--- src/rtl/riscv_pkg.sv ---
// Shared RV64I constants for the writeback slice: register/data widths,
// load funct3 encodings, writeback source select and load extension helper.
package riscv_pkg;

    localparam int unsigned XLEN   = 64;
    localparam int unsigned REG_AW = 5;

    localparam logic [2:0] LOAD_LB     = 3'b000;
    localparam logic [2:0] LOAD_LH     = 3'b001;
    localparam logic [2:0] LOAD_LW     = 3'b010;
    localparam logic [2:0] LOAD_LD     = 3'b011;
    localparam logic [2:0] LOAD_LBU    = 3'b100;
    localparam logic [2:0] LOAD_LHU    = 3'b101;
    localparam logic [2:0] LOAD_LWU    = 3'b110;
    localparam logic [2:0] LOAD_LD_ALT = 3'b111;

    typedef enum logic [1:0] {
        SRC_NONE = 2'd0,
        SRC_ALU  = 2'd1,
        SRC_LQ   = 2'd2
    } wb_src_e;

    // Shift the addressed bytes down to bit 0, then truncate and extend.
    function automatic logic [XLEN-1:0] load_extend(
        input logic [XLEN-1:0] raw,
        input logic [2:0]      funct3,
        input logic [2:0]      byte_off
    );
        logic [XLEN-1:0] sh;
        sh = raw >> {byte_off, 3'b000};
        case (funct3)
            LOAD_LB:  return {{(XLEN-8){sh[7]}},   sh[7:0]};
            LOAD_LH:  return {{(XLEN-16){sh[15]}}, sh[15:0]};
            LOAD_LW:  return {{(XLEN-32){sh[31]}}, sh[31:0]};
            LOAD_LBU: return {{(XLEN-8){1'b0}},    sh[7:0]};
            LOAD_LHU: return {{(XLEN-16){1'b0}},   sh[15:0]};
            LOAD_LWU: return {{(XLEN-32){1'b0}},   sh[31:0]};
            default:  return sh;    // LOAD_LD and LOAD_LD_ALT
        endcase
    endfunction

endpackage

--- src/rtl/regfile_writeback_if.sv ---
// Bus bundle for regfile_writeback: ALU result port, load response port,
// register-file write port and load-queue occupancy.
// Optional decode bypass ports exist when REGFILE_WB_BYPASS_EN is defined.
interface regfile_writeback_if #(
    parameter int unsigned LQ_DEPTH = 2
);
    import riscv_pkg::*;

    localparam int unsigned CNT_W = $clog2(LQ_DEPTH + 1);

    logic              alu_valid;
    logic              alu_ready;
    logic [REG_AW-1:0] alu_rd_addr;
    logic [XLEN-1:0]   alu_data;

    logic              ld_valid;
    logic              ld_ready;
    logic [REG_AW-1:0] ld_rd_addr;
    logic [2:0]        ld_funct3;
    logic [2:0]        ld_byte_off;
    logic [XLEN-1:0]   ld_raw;

    logic              write_en;
    logic [REG_AW-1:0] rd_addr;
    logic [XLEN-1:0]   rd_data;
    logic [CNT_W-1:0]  lq_count;

`ifdef REGFILE_WB_BYPASS_EN
    logic [REG_AW-1:0] byp_rs1_addr;
    logic [REG_AW-1:0] byp_rs2_addr;
    logic              byp_rs1_hit;
    logic              byp_rs2_hit;
    logic [XLEN-1:0]   byp_rs1_data;
    logic [XLEN-1:0]   byp_rs2_data;
`endif

    modport master (
`ifdef REGFILE_WB_BYPASS_EN
        output byp_rs1_addr, byp_rs2_addr,
        input  byp_rs1_hit, byp_rs2_hit, byp_rs1_data, byp_rs2_data,
`endif
        output alu_valid, alu_rd_addr, alu_data,
        output ld_valid, ld_rd_addr, ld_funct3, ld_byte_off, ld_raw,
        input  alu_ready, ld_ready, write_en, rd_addr, rd_data, lq_count
    );

    modport slave (
`ifdef REGFILE_WB_BYPASS_EN
        input  byp_rs1_addr, byp_rs2_addr,
        output byp_rs1_hit, byp_rs2_hit, byp_rs1_data, byp_rs2_data,
`endif
        input  alu_valid, alu_rd_addr, alu_data,
        input  ld_valid, ld_rd_addr, ld_funct3, ld_byte_off, ld_raw,
        output alu_ready, ld_ready, write_en, rd_addr, rd_data, lq_count
    );

endinterface

--- src/rtl/wb_load_queue.sv ---
// Load queue for regfile_writeback: FIFO of {rd, extended data}.
// Exposes full/empty/count, the head entry and every entry's rd with a
// valid mask so the writeback arbiter can run its WAW compare.
// DEPTH must be a power of two so pointers wrap naturally.
module wb_load_queue #(
    parameter  int unsigned DEPTH = 2,
    parameter  int unsigned DW    = 64,
    parameter  int unsigned AW    = 5,
    localparam int unsigned PTR_W = (DEPTH > 1) ? $clog2(DEPTH) : 1,
    localparam int unsigned CNT_W = $clog2(DEPTH + 1)
) (
    input  logic             clk,
    input  logic             rst,
    input  logic             i_push,
    input  logic [AW-1:0]    i_push_rd,
    input  logic [DW-1:0]    i_push_data,
    input  logic             i_pop,
    output logic [AW-1:0]    o_head_rd,
    output logic [DW-1:0]    o_head_data,
    output logic             o_full,
    output logic             o_empty,
    output logic [CNT_W-1:0] o_count,
    output logic [AW-1:0]    o_entry_rd [DEPTH],
    output logic [DEPTH-1:0] o_entry_valid
);

    logic [AW-1:0]    r_rd   [DEPTH];
    logic [DW-1:0]    r_data [DEPTH];
    logic [PTR_W-1:0] r_wr_ptr;
    logic [PTR_W-1:0] r_rd_ptr;
    logic [CNT_W-1:0] r_count;
    logic             w_push;
    logic             w_pop;
    logic [PTR_W-1:0] w_rel;

    assign o_full  = (r_count == CNT_W'(DEPTH));
    assign o_empty = (r_count == '0);
    assign o_count = r_count;
    assign w_push  = i_push && !o_full;
    assign w_pop   = i_pop && !o_empty;

    assign o_head_rd   = r_rd[r_rd_ptr];
    assign o_head_data = r_data[r_rd_ptr];
    assign o_entry_rd  = r_rd;

    // Storage, pointers and occupancy; simultaneous push/pop keeps the count.
    always_ff @(posedge clk or posedge rst) begin
        if (rst) begin
            r_wr_ptr <= '0;
            r_rd_ptr <= '0;
            r_count  <= '0;
            for (int unsigned i = 0; i < DEPTH; i++) begin
                r_rd[i]   <= '0;
                r_data[i] <= '0;
            end
        end else begin
            if (w_push) begin
                r_rd[r_wr_ptr]   <= i_push_rd;
                r_data[r_wr_ptr] <= i_push_data;
                r_wr_ptr         <= r_wr_ptr + PTR_W'(1);
            end
            if (w_pop) begin
                r_rd_ptr <= r_rd_ptr + PTR_W'(1);
            end
            case ({w_push, w_pop})
                2'b10:   r_count <= r_count + CNT_W'(1);
                2'b01:   r_count <= r_count - CNT_W'(1);
                default: r_count <= r_count;
            endcase
        end
    end

    // Entry i is live when its distance from the head is below the count.
    always_comb begin
        o_entry_valid = '0;
        w_rel         = '0;
        for (int unsigned i = 0; i < DEPTH; i++) begin
            w_rel            = PTR_W'(i) - r_rd_ptr;
            o_entry_valid[i] = (CNT_W'(w_rel) < r_count);
        end
    end

endmodule

--- src/rtl/regfile_writeback.sv ---
// RV64I writeback stage: merges ALU results and extended load data onto the
// single register-file write port. Loads always pass through wb_load_queue;
// the arbiter drains the queue when full or on a WAW hazard against the ALU.
// Optional macro REGFILE_WB_BYPASS_EN adds combinational decode bypass ports.
module regfile_writeback
    import riscv_pkg::*;
#(
    parameter int unsigned LQ_DEPTH = 2
) (
    input logic          clk,
    input logic          rst,
    regfile_writeback_if.slave wb
);

    localparam int unsigned CNT_W = $clog2(LQ_DEPTH + 1);

    logic                w_lq_full;
    logic                w_lq_empty;
    logic [CNT_W-1:0]    w_lq_count;
    logic [REG_AW-1:0]   w_head_rd;
    logic [XLEN-1:0]     w_head_data;
    logic [REG_AW-1:0]   w_entry_rd [LQ_DEPTH];
    logic [LQ_DEPTH-1:0] w_entry_valid;
    logic                w_lq_push;
    logic                w_lq_pop;
    logic [XLEN-1:0]     w_ld_data;
    logic                w_ld_ready;
    logic                w_alu_ready;
    logic                w_waw;
    wb_src_e             w_src;
    logic [REG_AW-1:0]   w_sel_rd;
    logic [XLEN-1:0]     w_sel_data;
    logic                w_commit;

    logic                r_write_en;
    logic [REG_AW-1:0]   r_rd_addr;
    logic [XLEN-1:0]     r_rd_data;

    // Full is the pre-dequeue state, so a full queue never accepts this cycle.
    assign w_ld_ready = !rst && !w_lq_full;
    assign w_lq_push  = wb.ld_valid && w_ld_ready;
    assign w_ld_data  = load_extend(wb.ld_raw, wb.ld_funct3, wb.ld_byte_off);

    wb_load_queue #(
        .DEPTH (LQ_DEPTH),
        .DW    (XLEN),
        .AW    (REG_AW)
    ) u_lq (
        .clk           (clk),
        .rst           (rst),
        .i_push        (w_lq_push),
        .i_push_rd     (wb.ld_rd_addr),
        .i_push_data   (w_ld_data),
        .i_pop         (w_lq_pop),
        .o_head_rd     (w_head_rd),
        .o_head_data   (w_head_data),
        .o_full        (w_lq_full),
        .o_empty       (w_lq_empty),
        .o_count       (w_lq_count),
        .o_entry_rd    (w_entry_rd),
        .o_entry_valid (w_entry_valid)
    );

    // WAW: a valid ALU result targeting any queued load's rd must wait.
    always_comb begin
        w_waw = 1'b0;
        for (int unsigned i = 0; i < LQ_DEPTH; i++) begin
            if (w_entry_valid[i] && (w_entry_rd[i] == wb.alu_rd_addr)) begin
                w_waw = 1'b1;
            end
        end
        w_waw = w_waw && wb.alu_valid;
    end

    // Priority: full queue, WAW drain, ALU, queue drain, idle.
    always_comb begin
        w_src       = SRC_NONE;
        w_alu_ready = 1'b0;
        if (!rst) begin
            if (w_lq_full) begin
                w_src = SRC_LQ;
            end else if (w_waw) begin
                w_src = SRC_LQ;
            end else if (wb.alu_valid) begin
                w_src       = SRC_ALU;
                w_alu_ready = 1'b1;
            end else if (!w_lq_empty) begin
                w_src = SRC_LQ;
            end
        end
    end

    assign w_lq_pop = (w_src == SRC_LQ);

    // Selected source's destination and data.
    always_comb begin
        w_sel_rd   = '0;
        w_sel_data = '0;
        case (w_src)
            SRC_ALU: begin
                w_sel_rd   = wb.alu_rd_addr;
                w_sel_data = wb.alu_data;
            end
            SRC_LQ: begin
                w_sel_rd   = w_head_rd;
                w_sel_data = w_head_data;
            end
            default: ;
        endcase
    end

    // x0 targets are consumed but never written.
    assign w_commit = (w_src != SRC_NONE) && (w_sel_rd != '0);

    // Register-file write port register.
    always_ff @(posedge clk or posedge rst) begin
        if (rst) begin
            r_write_en <= 1'b0;
            r_rd_addr  <= '0;
            r_rd_data  <= '0;
        end else begin
            r_write_en <= w_commit;
            if (w_commit) begin
                r_rd_addr <= w_sel_rd;
                r_rd_data <= w_sel_data;
            end
        end
    end

    assign wb.alu_ready = w_alu_ready;
    assign wb.ld_ready  = w_ld_ready;
    assign wb.write_en  = r_write_en;
    assign wb.rd_addr   = r_rd_addr;
    assign wb.rd_data   = r_rd_data;
    assign wb.lq_count  = w_lq_count;

`ifdef REGFILE_WB_BYPASS_EN
    assign wb.byp_rs1_hit  = r_write_en && (r_rd_addr != '0) && (r_rd_addr == wb.byp_rs1_addr);
    assign wb.byp_rs2_hit  = r_write_en && (r_rd_addr != '0) && (r_rd_addr == wb.byp_rs2_addr);
    assign wb.byp_rs1_data = r_rd_data;
    assign wb.byp_rs2_data = r_rd_data;
`endif

endmodule

--- src/flat_wrapper.sv ---
// flat-port wrapper written by rule: the top's interface ports become plain ports
module regfile_writeback_flat import riscv_pkg::*;
#(
    parameter int unsigned LQ_DEPTH = 2
)
  (clk, rst, wb_alu_valid, wb_alu_rd_addr, wb_alu_data, wb_ld_valid, wb_ld_rd_addr, wb_ld_funct3, wb_ld_byte_off, wb_ld_raw, wb_alu_ready, wb_ld_ready, wb_write_en, wb_rd_addr, wb_rd_data, wb_lq_count);
  regfile_writeback_if #(.LQ_DEPTH(LQ_DEPTH)) wb_i ();
  input logic clk;
  input logic rst;
  input wire logic [$bits(wb_i.alu_valid)-1:0] wb_alu_valid;
  input wire logic [$bits(wb_i.alu_rd_addr)-1:0] wb_alu_rd_addr;
  input wire logic [$bits(wb_i.alu_data)-1:0] wb_alu_data;
  input wire logic [$bits(wb_i.ld_valid)-1:0] wb_ld_valid;
  input wire logic [$bits(wb_i.ld_rd_addr)-1:0] wb_ld_rd_addr;
  input wire logic [$bits(wb_i.ld_funct3)-1:0] wb_ld_funct3;
  input wire logic [$bits(wb_i.ld_byte_off)-1:0] wb_ld_byte_off;
  input wire logic [$bits(wb_i.ld_raw)-1:0] wb_ld_raw;
  output wire logic [$bits(wb_i.alu_ready)-1:0] wb_alu_ready;
  output wire logic [$bits(wb_i.ld_ready)-1:0] wb_ld_ready;
  output wire logic [$bits(wb_i.write_en)-1:0] wb_write_en;
  output wire logic [$bits(wb_i.rd_addr)-1:0] wb_rd_addr;
  output wire logic [$bits(wb_i.rd_data)-1:0] wb_rd_data;
  output wire logic [$bits(wb_i.lq_count)-1:0] wb_lq_count;
  assign wb_i.alu_valid = wb_alu_valid;
  assign wb_i.alu_rd_addr = wb_alu_rd_addr;
  assign wb_i.alu_data = wb_alu_data;
  assign wb_i.ld_valid = wb_ld_valid;
  assign wb_i.ld_rd_addr = wb_ld_rd_addr;
  assign wb_i.ld_funct3 = wb_ld_funct3;
  assign wb_i.ld_byte_off = wb_ld_byte_off;
  assign wb_i.ld_raw = wb_ld_raw;
  assign wb_alu_ready = wb_i.alu_ready;
  assign wb_ld_ready = wb_i.ld_ready;
  assign wb_write_en = wb_i.write_en;
  assign wb_rd_addr = wb_i.rd_addr;
  assign wb_rd_data = wb_i.rd_data;
  assign wb_lq_count = wb_i.lq_count;
  regfile_writeback #(.LQ_DEPTH(LQ_DEPTH)) u_core (.clk(clk), .rst(rst), .wb(wb_i));
endmodule
--- config.mk ---
export PLATFORM = sky130hd
export DESIGN_NAME = regfile_writeback_flat
export DESIGN_NICKNAME = d
export VERILOG_FILES = /design/src/rtl/riscv_pkg.sv /design/src/rtl/regfile_writeback_if.sv /design/src/rtl/wb_load_queue.sv /design/src/rtl/regfile_writeback.sv /design/src/flat_wrapper.sv
export SDC_FILE = /design/constraint.sdc
export NUM_CORES = 1
export LEC_CHECK = 0
export CORE_ASPECT_RATIO = 1.1
export CORE_MARGIN = 5
export CORE_UTILIZATION = 44
export CTS_CLUSTER_DIAMETER = 200
export DETAILED_ROUTE_END_ITERATION = 16
export HOLD_SLACK_MARGIN = 0.03
export PLACE_DENSITY = 0.77
export RECOVER_POWER = 50
export SLEW_MARGIN = 40
export SYNTH_ARGS = -nofsm -noshare
export SYNTH_HDL_FRONTEND = slang
export SYNTH_SLANG_ARGS = --single-unit
--- constraint.sdc ---
create_clock -name clk -period 7 [get_ports clk]
set_input_delay 1.05 -clock clk [delete_from_list [all_inputs] [get_ports clk]]
set_output_delay 1.05 -clock clk [all_outputs]
set_load 0.1 [all_outputs]
# After elaboration in Yosys (flattened, before gate mapping)
# Index checks and enable logic that the tools add are counted.
dict set report totals {
  regBits 212
  latch_bits 0
  ram_bits 0
  rom_bits 0
  input_bits 148
  out_inout_bits 74
  elab_cells 80
  memories 0
}
dict set report op_classes {
  addsub 6
  multipliers 0
  div 0
  order_cmp 5
  n_eq_ne 12
  n_shift 1
  mux 27
  n_bitwise 2
  reduce_logical 17
}
# op n
set ops {}
lappend ops {{$pmux W64 S6} 1}
lappend ops {{$mux W64} 4}
lappend ops {{$bwmux W128} 1}
lappend ops {{$pmux W64 S2} 1}
lappend ops {{$demux W64 S1} 1}
lappend ops {{$shr A64 B6 Y64} 1}
lappend ops {{$mux W5} 4}
lappend ops {{$bwmux W10} 1}
lappend ops {{$eq A5 B5 Y1} 2}
lappend ops {{$mux W2} 5}
lappend ops {{$pmux W5 S2} 1}
lappend ops {{$eq A3 B3 Y1 const B} 3}
lappend ops {{$logic_and A1 B1 Y1} 9}
lappend ops {{$eq A2 B2 Y1 const B} 3}
lappend ops {{$mux W1} 6}
lappend ops {{$demux W5 S1} 1}
lappend ops {{$reduce_bool A5 Y1} 1}
lappend ops {{$eq A2 B1 Y1 const B} 2}
lappend ops {{$ge A2 B2 Y1 const B} 2}
lappend ops {{$lt A1 B2 Y1} 2}
lappend ops {{$not A1 Y2} 2}
lappend ops {{$pmux W2 S2} 1}
lappend ops {{$reduce_bool A2 Y1} 2}
lappend ops {{$eq A3 B1 Y1 const B} 1}
lappend ops {{other kinds (9)} 13}

# Longest topological paths before layout
dict set report depth {
  depth_word 13
  depth_mapped 16
  ltp_nobuf 11
}

# Modules after synthesis
# Synthesis repeated with hierarchy kept, for this count alone.
dict set report unflattened {
  cells_unflattened 1027
  area_unflattened_um2 12413.2
}
# mod n_inst cells_each area_per_inst_um2 seq_area_each_um2
set by_module_without_submodules {}
lappend by_module_without_submodules {wb_load_queue 1 390 6207.2 3553.4}
lappend by_module_without_submodules {regfile_writeback 1 637 6206.0 1751.7}

# Least setup slack after synthesis
# OpenSTA, ideal clock, no wires.
dict set report synth_timing {
  kind {input port to flip-flop}
  startpoint {input rst}
  endpoint {register u_core.r_rd_data[0], in the netlist u_core.wb.rd_data[0]}
  setup_ns 0.128
  arrival_ns 9.222
  required_time_ns 6.872
  path_slack_ns -2.350
  path_stages 10
  n_path_buf 2
  path_cell_list {inv_1 > and2_1 > and2_1 > ha_1 > a22o_1 > and4bb_1 > a21oi_1 > buf_4 > buf_4 > mux2_1}
}
dict set report synth_via {
  elab_chain_len 5
  word_cells_on_any_way 8
  cone_classes {eq/ne: 2; mux: 3; reduce/logical: 3}
}
# item line
set synth_rtl {}
lappend synth_rtl {{from (decl)} flat_wrapper.sv:9} ;# input logic rst;
lappend synth_rtl {{$mux W2 *} regfile_writeback.sv:79} ;# if (!rst) begin
lappend synth_rtl {{$eq A2 B2 Y1 or $eq A2 B1 Y1 (tied branches)} regfile_writeback.sv:99} ;# case (w_src)
lappend synth_rtl {{$pmux W5 S2} regfile_writeback.sv:99}
lappend synth_rtl {{$reduce_bool A5 Y1} regfile_writeback.sv:113} ;# assign w_commit = (w_src != SRC_NONE) && (w_sel_rd != '0);
lappend synth_rtl {{$logic_and A1 B1 Y1 *} regfile_writeback.sv:113}
lappend synth_rtl {{named net u_core.w_commit} regfile_writeback.sv:33} ;# logic w_commit;
lappend synth_rtl {{to (signal assigned)} regfile_writeback.sv:125} ;# r_rd_data <= w_sel_data;
lappend synth_rtl {{to (decl)} regfile_writeback.sv:37} ;# logic [XLEN-1:0] r_rd_data;
# Mark *: on every way through the listed nets, which the timed path passes. The rest lies on a longest branch.
# A chain may end at the register's enable or synchronous reset.

# Worst setup path after layout
dict set report layout_timing {
  startpoint {input rst}
  endpoint {register u_core.u_lq.r_data[28] in the netlist's numbering}
}
dict set report layout_via {
  elab_chain_len 4
}
# item line
set layout_rtl {}
lappend layout_rtl {{$logic_not A1 Y1} n/a}
lappend layout_rtl {{$logic_and A1 B1 Y1} regfile_writeback.sv:40} ;# assign w_ld_ready = !rst && !w_lq_full;
lappend layout_rtl {{$logic_and A1 B1 Y1} regfile_writeback.sv:41} ;# assign w_lq_push = wb.ld_valid && w_ld_ready;
lappend layout_rtl {{$logic_and A1 B1 Y1} wb_load_queue.sv:39} ;# assign w_push = i_push && !o_full;
lappend layout_rtl {{to (signal, indexed assignment)} wb_load_queue.sv:59} ;# r_data[r_wr_ptr] <= i_push_data;
lappend layout_rtl {{to (decl)} wb_load_queue.sv:28} ;# logic [DW-1:0] r_data [DEPTH];
# Every way passes these cells.

==> flow_summary.json <==
{
  "synth_cell_types": 47,
  "drc_errors": 0,
  "cts_tree": "built",
  "core_area_um2": 27000,
  "crit_fanout": 70,
  "route.met3.wl_um": 2320,
  "fin_ws_ps": 1920,
  "fin_worst_skew_ps": 24.7,
  "routabilityCongestion": 0.927,
  "grt_max_degree": 78,
  "drt-initial-drc-count": 743,
  "syn_to_final_growth_pct": 22.7,
  "holdPathStages": 1,
  "antenna_left": 0,
  "holdBufCountCts": 0,
  "port_buffers": 221,
  "cts_resized": 0,
  "avgRoutedWirePerCell_um": 20.8,
  "final-max-slew-violation-count": 39,
  "ir_drop_uv": 294,
  "rows": 63,
  "grt_pass1_wl_um": 52100,
  "setup_viol": 0,
  "drt-total-wl_um": 32900,
  "numClockSinks": 212,
  "routed_via_density": 5.75,
  "numCtsBuffers": 23,
  "placedCellCount": 1539,
  "p_leak_nw": 5.96,
  "final_hold_viol_count": 0,
  "reg2reg_depth": 7,
  "grt-ovfl-total": 0,
  "first_pass_iters": 5,
  "fmax_mhz": 197,
  "yosys.area_share.simple_pct": 7.93,
  "root_buffer": "clkbuf_16",
  "layout.nets": 1360,
  "drive_gt1_share_pct": 21.4,
  "synth_mux_area_share_pct": 22.8,
  "tightest_slew_ps": 2240,
  "synth_xor_area_share_pct": 1.09,
  "required_ps": 7430,
  "finalNonFillerCells": 1580,
  "slowest_delay_ps": 1670,
  "dr_total_vias": 9086,
  "clock_latency_ps": 510,
  "period_share_pct": 72.6,
  "initial_core_util_pct": 44.7,
  "endpoint_kind": "flip-flop",
  "syn_nets": 1190,
  "ys_warn_count": 0,
  "yosys-top-cells-count": "dfrtp_1, mux2_2, nor2_1",
  "n_antenna_cell": 0,
  "synth_top_family_by_area": "multiplexers",
  "dp_hpwl_um": 23600,
  "hold_slack_ps": 484,
  "synth_edf_count": 0,
  "grt.total_usage_pct": 20.8,
  "crit_path_cell_trace": "dlygate4sd3_1, clkinvlp_4, and2_0, and3_1, clkbuf_1, buf_12, nor2_1, a31oi_4",
  "failed_checks": "max-capacitance violations, max-slew violations",
  "yosysSeqAreaShare_pct": 44.0,
  "p_per_area_nw_per_um2": 490,
  "wl_met1_um": 14400,
  "syn_area_um2": 12100,
  "cp_num_cells": 8,
  "ys_dominant_reg_cell": "dfrtp_1",
  "fp.dieW_um": 168,
  "crit_family": "buffers and inverters",
  "critical_path.slowest_cell": "clkbuf_1",
  "synth_compound_area_share_pct": 19.5,
  "slew_headroom_pct": -49.5,
  "dieArea_um2": 30800,
  "synth_cells": 1038,
  "h-tree-depth": 1,
  "antenna_found_initial": 0,
  "p_total_w": 0.00724,
  "ys_ff_latch": 212,
  "synthTopCellsByArea": "dfrtp_1, mux2_2, a31oi_4",
  "grt_pass1_vias": 9201,
  "start_kind": "primary input",
  "status": "finished, violations left",
  "clk_pin_slew_worst_paths_ps": 60,
  "ios": 222,
  "yosys.area.top_type": "dfrtp_1",
  "yosysMostFrequentCell": "dfrtp_1",
  "critPathArrivalTime_ps": 5510,
  "post-place-ws_ps": 2100,
  "rsz0062_at_grt": "no",
  "clk_path_buf_depth": 3,
  "finalCriticalPeriod_ps": 5080,
  "fp.dieH_um": 184,
  "synthArstFlopShare_pct": 100,
  "synth_top_area_share_pct": 44.0,
  "synthAdderAreaFrac_pct": 0.415,
  "cp_num_buf_inv": 4,
  "hold_class": "flip-flop to flip-flop",
  "utilization_pct": 54.9,
  "routed.top_layer": "met4",
  "route.met2.wl_um": 15600,
  "post_cts_buffers": 0,
  "maxCapViolations": 1,
  "postSynthAreaPerCell_um2": 11.6,
  "critical_path_class": "primary input to flip-flop"
}
==> flip-flops by register name, summed over array words and instances (netlist names) <==
| signal | cells |
|---|---|
| u_core.u_lq.r_wr_ptr | 1 |
| u_core.wb.rd_addr | 5 |
| u_core.u_lq.r_data | 128 |
| u_core.wb.rd_data | 64 |
| u_core.wb.write_en | 1 |
| u_core.u_lq.o_entry_rd | 10 |
| u_core.u_lq.r_rd_ptr | 1 |
| u_core.u_lq.o_count | 2 |
==> cells by family after synthesis <==
logic type | Yosys count
compound gates | 245
mux | 238
simple gates | 225
flops | 212
fa+ha+maj | 4
buf+inv | 99
xor+xnor | 15
==> metrics by stage <==
step	TNS, ps	instance area [um^2]
5_1_grt	0	14800
4_1_cts	0	14900
2_1_floorplan	-4560	12100
3_5_place_dp	0	14100
6_report	0	14800
3_3_place_gp	0	14400
==> worst paths after layout <==
kind | start | to | slack (ps)
worst max-delay path | rst | u_core.u_lq.r_data[28]$_DFFE_PP0P_ | 1920
worst min-delay path | u_core.wb.rd_data[6]$_DFFE_PP0P_ | u_core.wb.rd_data[6]$_DFFE_PP0P_ | 480
worst max register to register | u_core.u_lq.o_count[0]$_DFFE_PP0P_ | u_core.u_lq.r_data[28]$_DFFE_PP0P_ | 2400
worst min register to register | u_core.wb.rd_data[6]$_DFFE_PP0P_ | u_core.wb.rd_data[6]$_DFFE_PP0P_ | 480
max in group asynchronous | rst | u_core.u_lq.r_data[25]$_DFFE_PP0P_ | 4530
min in group asynchronous | rst | u_core.u_lq.r_rd_ptr$_DFFE_PP0P_ | 1310
==> cells in the final DEF, fill, tap and decap left out, types with 5 or more instances in the layout <==
master,n
a211o_1,6
a21oi_1,23
a22o_1,65
a22oi_1,6
a31oi_1,61
a31oi_4,39
a32oi_1,7
buf_4,10
buf_6,5
clkbuf_1,76
clkbuf_16,23
clkdlybuf4s50_1,144
clkinv_2,5
dfrtp_1,211
mux2_1,16
mux2_2,138
mux2i_1,67
mux4_2,14
nand2_1,47
nand2b_1,6
nor2_1,134
nor2b_1,14
o21ai_0,6
o22a_1,10
o22ai_1,6
o2bb2ai_1,6
xnor2_1,8
xor2_1,7
==> layer usage <==
metal | GRT usage [%] | vias to the layer above
met1 | 29.7 | 4504
met2 | 33.7 | 348
li1 | - | 4202
met5 | 0 | -
met4 | 4.42 | 0
met3 | 3.57 | 32
==> area by class of cell <==
cell class                 count  area, um^2
inverter                       5        22.5
tap                          357         447
multi-input combinational    727        6300
clock buffer                  31         646
timing repair buffer         239        1940
fill                        2378       12200
sequential                   212        5310
clock inverter                 9         124
==> worst reg2reg max path, stage by stage (launching register included) <==
cell and delay (ps):
dfrtp_1 520, nand2b_1 240, and2_0 260, and3_1 950, clkbuf_1 1680, buf_12 520, nor2_1 200, a31oi_4 160
==> power by group <==
part	switching [W]	internal [W]	total [W]
Combinational	0.00259	0.00124	0.00383
Clock	0.000478	0.000755	0.00123
Sequential	0.000339	0.00184	0.00218
Total	0.00341	0.00383	0.00724
(Power assumes the default switching activity.)
